[src/rtl/phy_pkg.sv]
// Shared PHY definitions: symbol width, default framing symbols and the
// framer state encoding used on both TX and RX sides of the lane.
package phy_pkg;

  localparam int SYMBOL_W = 8;

  localparam logic [SYMBOL_W-1:0] COM_SYM_DEF  = 8'hBC;
  localparam logic [SYMBOL_W-1:0] IDLE_SYM_DEF = 8'h7C;

  typedef enum logic {
    SYNC = 1'b0,
    RUN  = 1'b1
  } state_t;

endpackage

[src/rtl/ps_shift8.sv]
// 8-bit load/shift register with its bit counter; loads sym_in when the
// counter sits at 7, otherwise shifts left MSB-first with zero fill.
module ps_shift8
  import phy_pkg::*;
(
  input  logic                clk_32f,
  input  logic                reset,
  input  logic [SYMBOL_W-1:0] sym_in,
  output logic                load_en,
  output logic                ser_out
);

  logic [SYMBOL_W-1:0] shift_reg;
  logic [SYMBOL_W-1:0] shift_next;
  logic [2:0]          bit_cnt_reg;

  assign shift_next[0] = 1'b0;
  for (genvar gi = 0; gi < SYMBOL_W - 1; gi++) begin : g_shift
    assign shift_next[gi+1] = shift_reg[gi];
  end

  assign load_en = (bit_cnt_reg == 3'd7);
  assign ser_out = shift_reg[SYMBOL_W-1];

  // bit_cnt resets to 7 so the very first edge after reset loads a symbol
  always_ff @(posedge clk_32f or negedge reset) begin
    if (!reset) begin
      shift_reg   <= '0;
      bit_cnt_reg <= 3'd7;
    end else if (load_en) begin
      shift_reg   <= sym_in;
      bit_cnt_reg <= 3'd0;
    end else begin
      shift_reg   <= shift_next;
      bit_cnt_reg <= bit_cnt_reg + 3'd1;
    end
  end

endmodule

[src/rtl/paralelo_serial_framer.sv]
// TX lane framer: COM lock sequence after reset, then data or IDLE fill.
// Optional periodic COM re-lock insertion is enabled with SKIP_INSERT_EN.
module paralelo_serial_framer
  import phy_pkg::*;
#(
  parameter int                  COM_COUNT     = 4,
  parameter logic [SYMBOL_W-1:0] COM_SYM       = COM_SYM_DEF,
  parameter logic [SYMBOL_W-1:0] IDLE_SYM      = IDLE_SYM_DEF,
  parameter int                  SKIP_INTERVAL = 64
) (
  input  logic                clk_32f,
  input  logic                reset,
  input  logic [SYMBOL_W-1:0] data_in,
  input  logic                valid_in,
  output logic                byte_req,
  output logic                data_paralelo_serial,
  output logic                active_out
);

  if (COM_COUNT < 1 || COM_COUNT > 15) begin : g_bad_com_count
    $error("paralelo_serial_framer: COM_COUNT must be 1..15");
  end
  if (SKIP_INTERVAL < 2 || SKIP_INTERVAL > 255) begin : g_bad_skip_interval
    $error("paralelo_serial_framer: SKIP_INTERVAL must be 2..255");
  end

  localparam logic [3:0] COM_LAST = 4'(COM_COUNT - 1);

  state_t              state_reg, state_next;
  logic [3:0]          com_cnt_reg, com_cnt_next;
  logic [SYMBOL_W-1:0] sym_in;
  logic                load_en;
  logic                skip_now;

  ps_shift8 u_shift (
    .clk_32f (clk_32f),
    .reset   (reset),
    .sym_in  (sym_in),
    .load_en (load_en),
    .ser_out (data_paralelo_serial)
  );

`ifdef SKIP_INSERT_EN
  localparam logic [7:0] SKIP_LAST = 8'(SKIP_INTERVAL - 1);

  logic [7:0] sym_cnt_reg, sym_cnt_next;

  // skip_now marks a load slot that is stolen for a re-lock COM
  assign skip_now = (state_reg == RUN) && (sym_cnt_reg == SKIP_LAST);

  always_comb begin
    sym_cnt_next = sym_cnt_reg;
    if (load_en && (state_reg == RUN)) begin
      sym_cnt_next = skip_now ? 8'd0 : sym_cnt_reg + 8'd1;
    end
  end

  always_ff @(posedge clk_32f or negedge reset) begin
    if (!reset) begin
      sym_cnt_reg <= 8'd0;
    end else begin
      sym_cnt_reg <= sym_cnt_next;
    end
  end
`else
  assign skip_now = 1'b0;
`endif

  assign active_out = (state_reg == RUN);
  assign byte_req   = (state_reg == RUN) && load_en && !skip_now;

  always_comb begin
    state_next   = state_reg;
    com_cnt_next = com_cnt_reg;
    sym_in       = IDLE_SYM;
    case (state_reg)
      SYNC: begin
        sym_in = COM_SYM;
        if (load_en) begin
          com_cnt_next = com_cnt_reg + 4'd1;
          if (com_cnt_reg == COM_LAST) begin
            state_next = RUN;
          end
        end
      end
      RUN: begin
        if (skip_now) begin
          sym_in = COM_SYM;
        end else if (valid_in) begin
          sym_in = data_in;
        end else begin
          sym_in = IDLE_SYM;
        end
      end
      default: begin
        state_next = SYNC;
      end
    endcase
  end

  always_ff @(posedge clk_32f or negedge reset) begin
    if (!reset) begin
      state_reg   <= SYNC;
      com_cnt_reg <= 4'd0;
    end else begin
      state_reg   <= state_next;
      com_cnt_reg <= com_cnt_next;
    end
  end

endmodule

[config.mk]
export PLATFORM = sky130hd
export DESIGN_NAME = paralelo_serial_framer
export DESIGN_NICKNAME = d
export VERILOG_FILES = /design/src/rtl/phy_pkg.sv /design/src/rtl/ps_shift8.sv /design/src/rtl/paralelo_serial_framer.sv
export SDC_FILE = /design/constraint.sdc
export NUM_CORES = 1
export LEC_CHECK = 0
export CELL_PAD_IN_SITES_DETAIL_PLACEMENT = 1
export CELL_PAD_IN_SITES_GLOBAL_PLACEMENT = 1
export CORE_UTILIZATION = 36
export CTS_BUF_LIST = sky130_fd_sc_hd__clkbuf_2
export CTS_CLUSTER_DIAMETER = 30
export DETAILED_ROUTE_END_ITERATION = 8
export PLACE_DENSITY = 0.76
export SLEW_MARGIN = 20
export SYNTH_ARGS = -nofsm -noshare
export SYNTH_HDL_FRONTEND = slang
export SYNTH_SLANG_ARGS = --single-unit
[constraint.sdc]
create_clock -name clk_32f -period 1.7 [get_ports clk_32f]
set_clock_uncertainty 0.1 [all_clocks]
set_input_delay 0.255 -clock clk_32f [delete_from_list [all_inputs] [get_ports clk_32f]]
set_output_delay 0.255 -clock clk_32f [all_outputs]
set_load 0.02 [all_outputs]
## Word-level counts from Yosys, hierarchy flattened

Index checks and enable logic that the tools add are counted.

| storage, ports and cells | value |
|---|---|
| output and inout bits | 3 |
| input bits | 11 |
| register bits | 16 |

| cells by class | value |
|---|---|
| mux-type cells | 7 |
| add/subtract/negate cells | 2 |
| bitwise gates (word level) | 1 |
| reductions and logical operators | 2 |
| eq/ne operators | 2 |

Operators with widths:

| cell | number |
|---|---|
| 8-bit 2-to-1 mux | 2 |
| 8-bit case mux with 2 select lines | 1 |
| 4-bit by 1-bit adder with 4-bit output (second input constant) | 1 |
| 4-bit by 2-bit == test with 1-bit output (second input constant) | 1 |
| 3-bit by 1-bit adder with 3-bit output (second input constant) | 1 |
| 3-bit == test (second input constant) | 1 |
| 1-bit 2-to-1 mux | 3 |
| 3-bit 2-to-1 mux | 1 |
| 2-bit AND reduction | 1 |
| 1-bit logical AND | 1 |
| 1-bit NOT | 1 |

## Logic depth before layout (Yosys ltp)

| logic depth | value |
|---|---|
| depth in word-level cells | 4 |
| depth in mapped cells | 6 |
| mapped depth without buffers | 5 |

## Cells and area by module

A second synthesis with hierarchy kept.

| second synthesis, totals | value |
|---|---|
| cell total of the unflattened synthesis | 50 |
| area total of the unflattened synthesis | 719.4 um2 |

By module, submodules not included:

| module | cells each | area each (um2) | times used |
|---|---|---|---|
| ps_shift8 | 23 | 431.7 | 1 |
| paralelo_serial_framer | 27 | 287.8 | 1 |

## Least setup slack after synthesis

OpenSTA, ideal clock, no wires.

| timing path | value |
|---|---|
| path type | flip-flop to output port |
| start point | register u_shift.bit_cnt_reg[0] |
| end point | output port byte_req |
| data required time | 1.345 ns |
| arrival | 1.339 ns |
| buffers on the path | 2 |
| cell stages (with the launch flop) | 6 |
| slack | 0.006 ns |
| cells stage by stage | dfstp_2 > ha_1 > ha_1 > buf_6 > buf_2 > and2_1 |

| on the way | value |
|---|---|
| word-level cells in the longest chain between the ends | 2 |

RTL lines:

| what | RTL line | RTL |
|---|---|---|
| from (decl) | ps_shift8.sv:15 | `logic [2:0] bit_cnt_reg;` |
| from (signal assigned) | ps_shift8.sv:35 | `bit_cnt_reg <= bit_cnt_reg + 3'd1;` |
| 3-bit == test | ps_shift8.sv:22 | `assign load_en = (bit_cnt_reg == 3'd7);` |
| 1-bit logical AND | paralelo_serial_framer.sv:70 | `assign byte_req = (state_reg == RUN) && load_en && !skip_now;` |
| to (decl) | paralelo_serial_framer.sv:15 | `output logic byte_req,` |

Every way passes these cells.

## Worst setup path in the final report

| timing path | value |
|---|---|
| start point | register u_shift.bit_cnt_reg[0] |
| end point | register com_cnt_reg[1] |

| on the way | value |
|---|---|
| word-level cells in the longest chain between the ends | 2 |

RTL lines:

| what | RTL line | RTL |
|---|---|---|
| 3-bit == test | ps_shift8.sv:22 |  |
| 2-bit AND reduction (no source line) | n/a |  |
| to (signal assigned) | paralelo_serial_framer.sv:107 | `com_cnt_reg <= com_cnt_next;` |
| to (decl) | paralelo_serial_framer.sv:30 | `logic [3:0] com_cnt_reg, com_cnt_next;` |

Every way passes these cells.
A chain may end at the register's enable or synchronous reset.

==> results_dict.tcl <==
set metrics [dict create \
    layout_setup_ws_ns -0.05083 \
    tns_ns -0.09269 \
    wl_per_cell_um 12.99 \
    antenna-diode-count 0 \
    clock-root-buffer "clkbuf_2" \
    cp.required_ns 1.79 \
    arrival_ns 1.84 \
    synth_nets 73 \
    drt-total-wl_um 1364 \
    antenna_found_initial 0 \
    cp_slowest_cell "dfstp_2" \
    start_util_pct 38.41 \
    crit_path_start_kind "register" \
    dr.pass1.iters 4 \
    drc 0 \
    ys_ff_latch 16 \
    fin_nets 96 \
    syn_area_sq_um 663.1 \
    tightest_slew_ns 0.2045 \
    drtIter0Drc 2 \
    peakVddDrop_uv 391.4 \
    violations "setup timing" \
    grt_use_total_pct 15.48 \
    vias 480 \
    fin_crit_ns 1.751 \
    grt_max_degree 17 \
    endpoint_kind "register" \
    seqPwrFrac_pct 63.8 \
    dp_hpwl_um 929.1 \
    critical_path.top_delay_family "flip-flops" \
    postLayoutCoreUtil_pct 52.83 \
    largest_register_ffs 8 \
    p_int_uw 468.6 \
    comb_power_share_pct 8.0 \
    io_buffers 13 \
    cts_tree "yes" \
    coreArea_sq_mm 0.001727 \
    cts_buffer_depth 2 \
    synth_cell_types 20 \
    status "finished with violations" \
    cpPeakStageDelay_ns 0.58 \
    dp.cells 99 \
    clock-sinks 16 \
    synth_edf_count 0 \
    hold_path.class "in -> async" \
    place.gp.congestion 0.7121 \
    slew_headroom_pct 86.22 \
    finalPower_uw 613.4 \
    placementRows 15 \
    ys_seq_area_share_pct 60.94 \
    grt_pass1_vias 472 \
    critPathMaxFanout 16 \
    p_leak_nw 0.4123 \
    clock_latency_ns 0.30 \
    routed_via_density 4.571 \
    cp_common_cell "ha_4" \
    area_growth_pct 37.55 \
    cts_buffers 3 \
    fin_crit_sh_pct 103.0 \
    cap_violations 0 \
    setup_viol 3 \
    r2r_slack_ns -0.05 \
    switching_share_pct 23.59 \
    die-area_sq_mm 0.002018 \
    stdcell_count 105 \
    synthTopCellsByArea "dfrtp_1 49%, dfstp_2 12%, ha_1 7.5%, nor2_1 6.8%, a21oi_1 3.0%" \
    yosys.area.top_type "dfrtp_1" \
    grt_pass1_wl_um 2056 \
    yosys_warnings 0 \
    final_layout_size_suffix_gt1_share_pct 26.25 \
    synthArstFlopShare_pct 100.0 \
    holdBufCountCts 0 \
    cts.clk_slew.worst_paths_ns 0.16 \
    antenna_left 0 \
    switchingPower_uw 144.7 \
    grt-ovfl-total 0 \
    p_clk_share_pct 28.1 \
    fin_hold_ws_ns 0.1447 \
    hold_viol_final 0 \
    syn_inst 58 \
    worstSetupPathType "reg -> reg" \
    powerDensity_mw_per_mm2 672.5 \
    ys_top_cells_by_count "13 x dfrtp_1, 12 x nor2_1, 5 x nand2_1, 4 x a21oi_1, 4 x ha_1" \
    path_buf_inv 1 \
    slew_violations 0 \
    yosysMostFrequentCell "dfrtp_1" \
    die_y_um 44.92 \
    synth-main-ff-cell "dfrtp_1" \
    fmaxAchievable_mhz 571.2 \
    yosysTopAreaCellShare_pct 49.06 \
    io_pins 14 \
    die_w_um 44.92 \
    h-tree-depth 1 \
    n_fill_cell 206 \
    avgSynthCellArea_sq_um 11.43 \
    crit_chain "ha_4 > ha_4 > buf_6 > nor2b_4 > mux2_2" \
    rsz0062_at_grt "yes" \
]
[layer usage]
layer	GRT usage [%]	routed length, um
met1	17.83	618
met2	25.22	690
met3	3.600	46
met4	10.91	9
met5	0	0
[timing repair]
action                                  in CTS  in global routing
gates cloned                                 0                  0
resized for setup                           14                  0
buffers inserted                             1                  1
pin swaps                                    1                  0
hold endpoints to repair                     0                  0
endpoints found under the setup margin       6                  3
[cells by family after synthesis]
logic type | after synthesis | synth area share [%]
xor gates and xnor gates | 3 | 3.963
AOI/OAI and AO/OA | 9 | 8.114
muxes | 1 | 1.698
and+or+nand+nor | 20 | 13.59
buffers and inverters | 5 | 4.150
DFF | 16 | 60.94
adders and majority gates | 4 | 7.547
[worst register-to-register path: stages (launching register included)]
cell and delay [ns]:
dfstp_2 0.58, ha_4 0.14, ha_4 0.13, buf_6 0.15, nor2b_4 0.20, mux2_2 0.34
[layout make-up]
class                      instances  area [sq um]  share of cell area (%)
multi-input combinational         37         259.0                   28.40
clock buffer                       3         15.01                   1.646
tap                               25         31.28                   3.429
sequential                        16         405.4                   44.44
inverter                           3         11.26                   1.235
timing repair buffer              20         186.4                   20.44
clock inverter                     1         3.754                  0.4115
[power groups by stage]
| stage | registers [mW] | clock network, mW | logic [mW] |
|---|---|---|---|
| after floorplan | 0.400 | 0 | 0.0103 |
| after global placement | 0.398 | 0 | 0.0485 |
| after detailed placement | 0.398 | 0 | 0.0502 |
| after CTS | 0.392 | 0.188 | 0.0506 |
| after global routing | 0.392 | 0.202 | 0.0548 |
| final | 0.391 | 0.173 | 0.0493 |
[placed cells by master, fill, tap and decap left out]
cell type        instances
a21oi_1                  4
a31o_2                   1
a31oi_1                  1
and2_4                   1
buf_4                    6
buf_6                    2
clkbuf_2                 3
clkdlybuf4s50_1         11
clkinv_1                 1
dfrtp_1                 12
dfrtp_2                  1
dfstp_2                  3
dlygate4sd2_1            1
ha_1                     2
ha_4                     2
inv_1                    3
mux2_2                   1
nand2_1                  5
nand4_1                  1
nor2_1                  12
nor2b_4                  1
o211ai_1                 1
o21ai_0                  1
o22ai_1                  1
xnor2_1                  2
xor2_1                   1
[metrics by stage]
stage	setup WS, ns	area [sq um]
floorplan	0.006343	663.1
detailed placement	-0.2319	845.8
global route	-0.09855	912.1
global placement	-0.1787	845.8
finish	-0.05083	912.1
CTS	-0.05865	904.6
[final timing paths]
| kind | startpoint | to | cells after the start |
|---|---|---|---|
| max in group asynchronous | reset | u_shift.bit_cnt_reg[0]$_DFF_PN1_ | 2 |
| min in group clk_32f | data_in[0] | u_shift.shift_reg[0]$_DFF_PN0_ | 3 |
| min | reset | u_shift.shift_reg[5]$_DFF_PN0_ | 2 |
| max | u_shift.bit_cnt_reg[0]$_DFF_PN1_ | com_cnt_reg[1]$_DFFE_PN0P_ | 5 |
| min reg2reg | com_cnt_reg[3]$_DFFE_PN0P_ | com_cnt_reg[3]$_DFFE_PN0P_ | 1 |
| max reg2reg | u_shift.bit_cnt_reg[0]$_DFF_PN1_ | com_cnt_reg[1]$_DFFE_PN0P_ | 5 |
(Power assumes the default switching activity.)
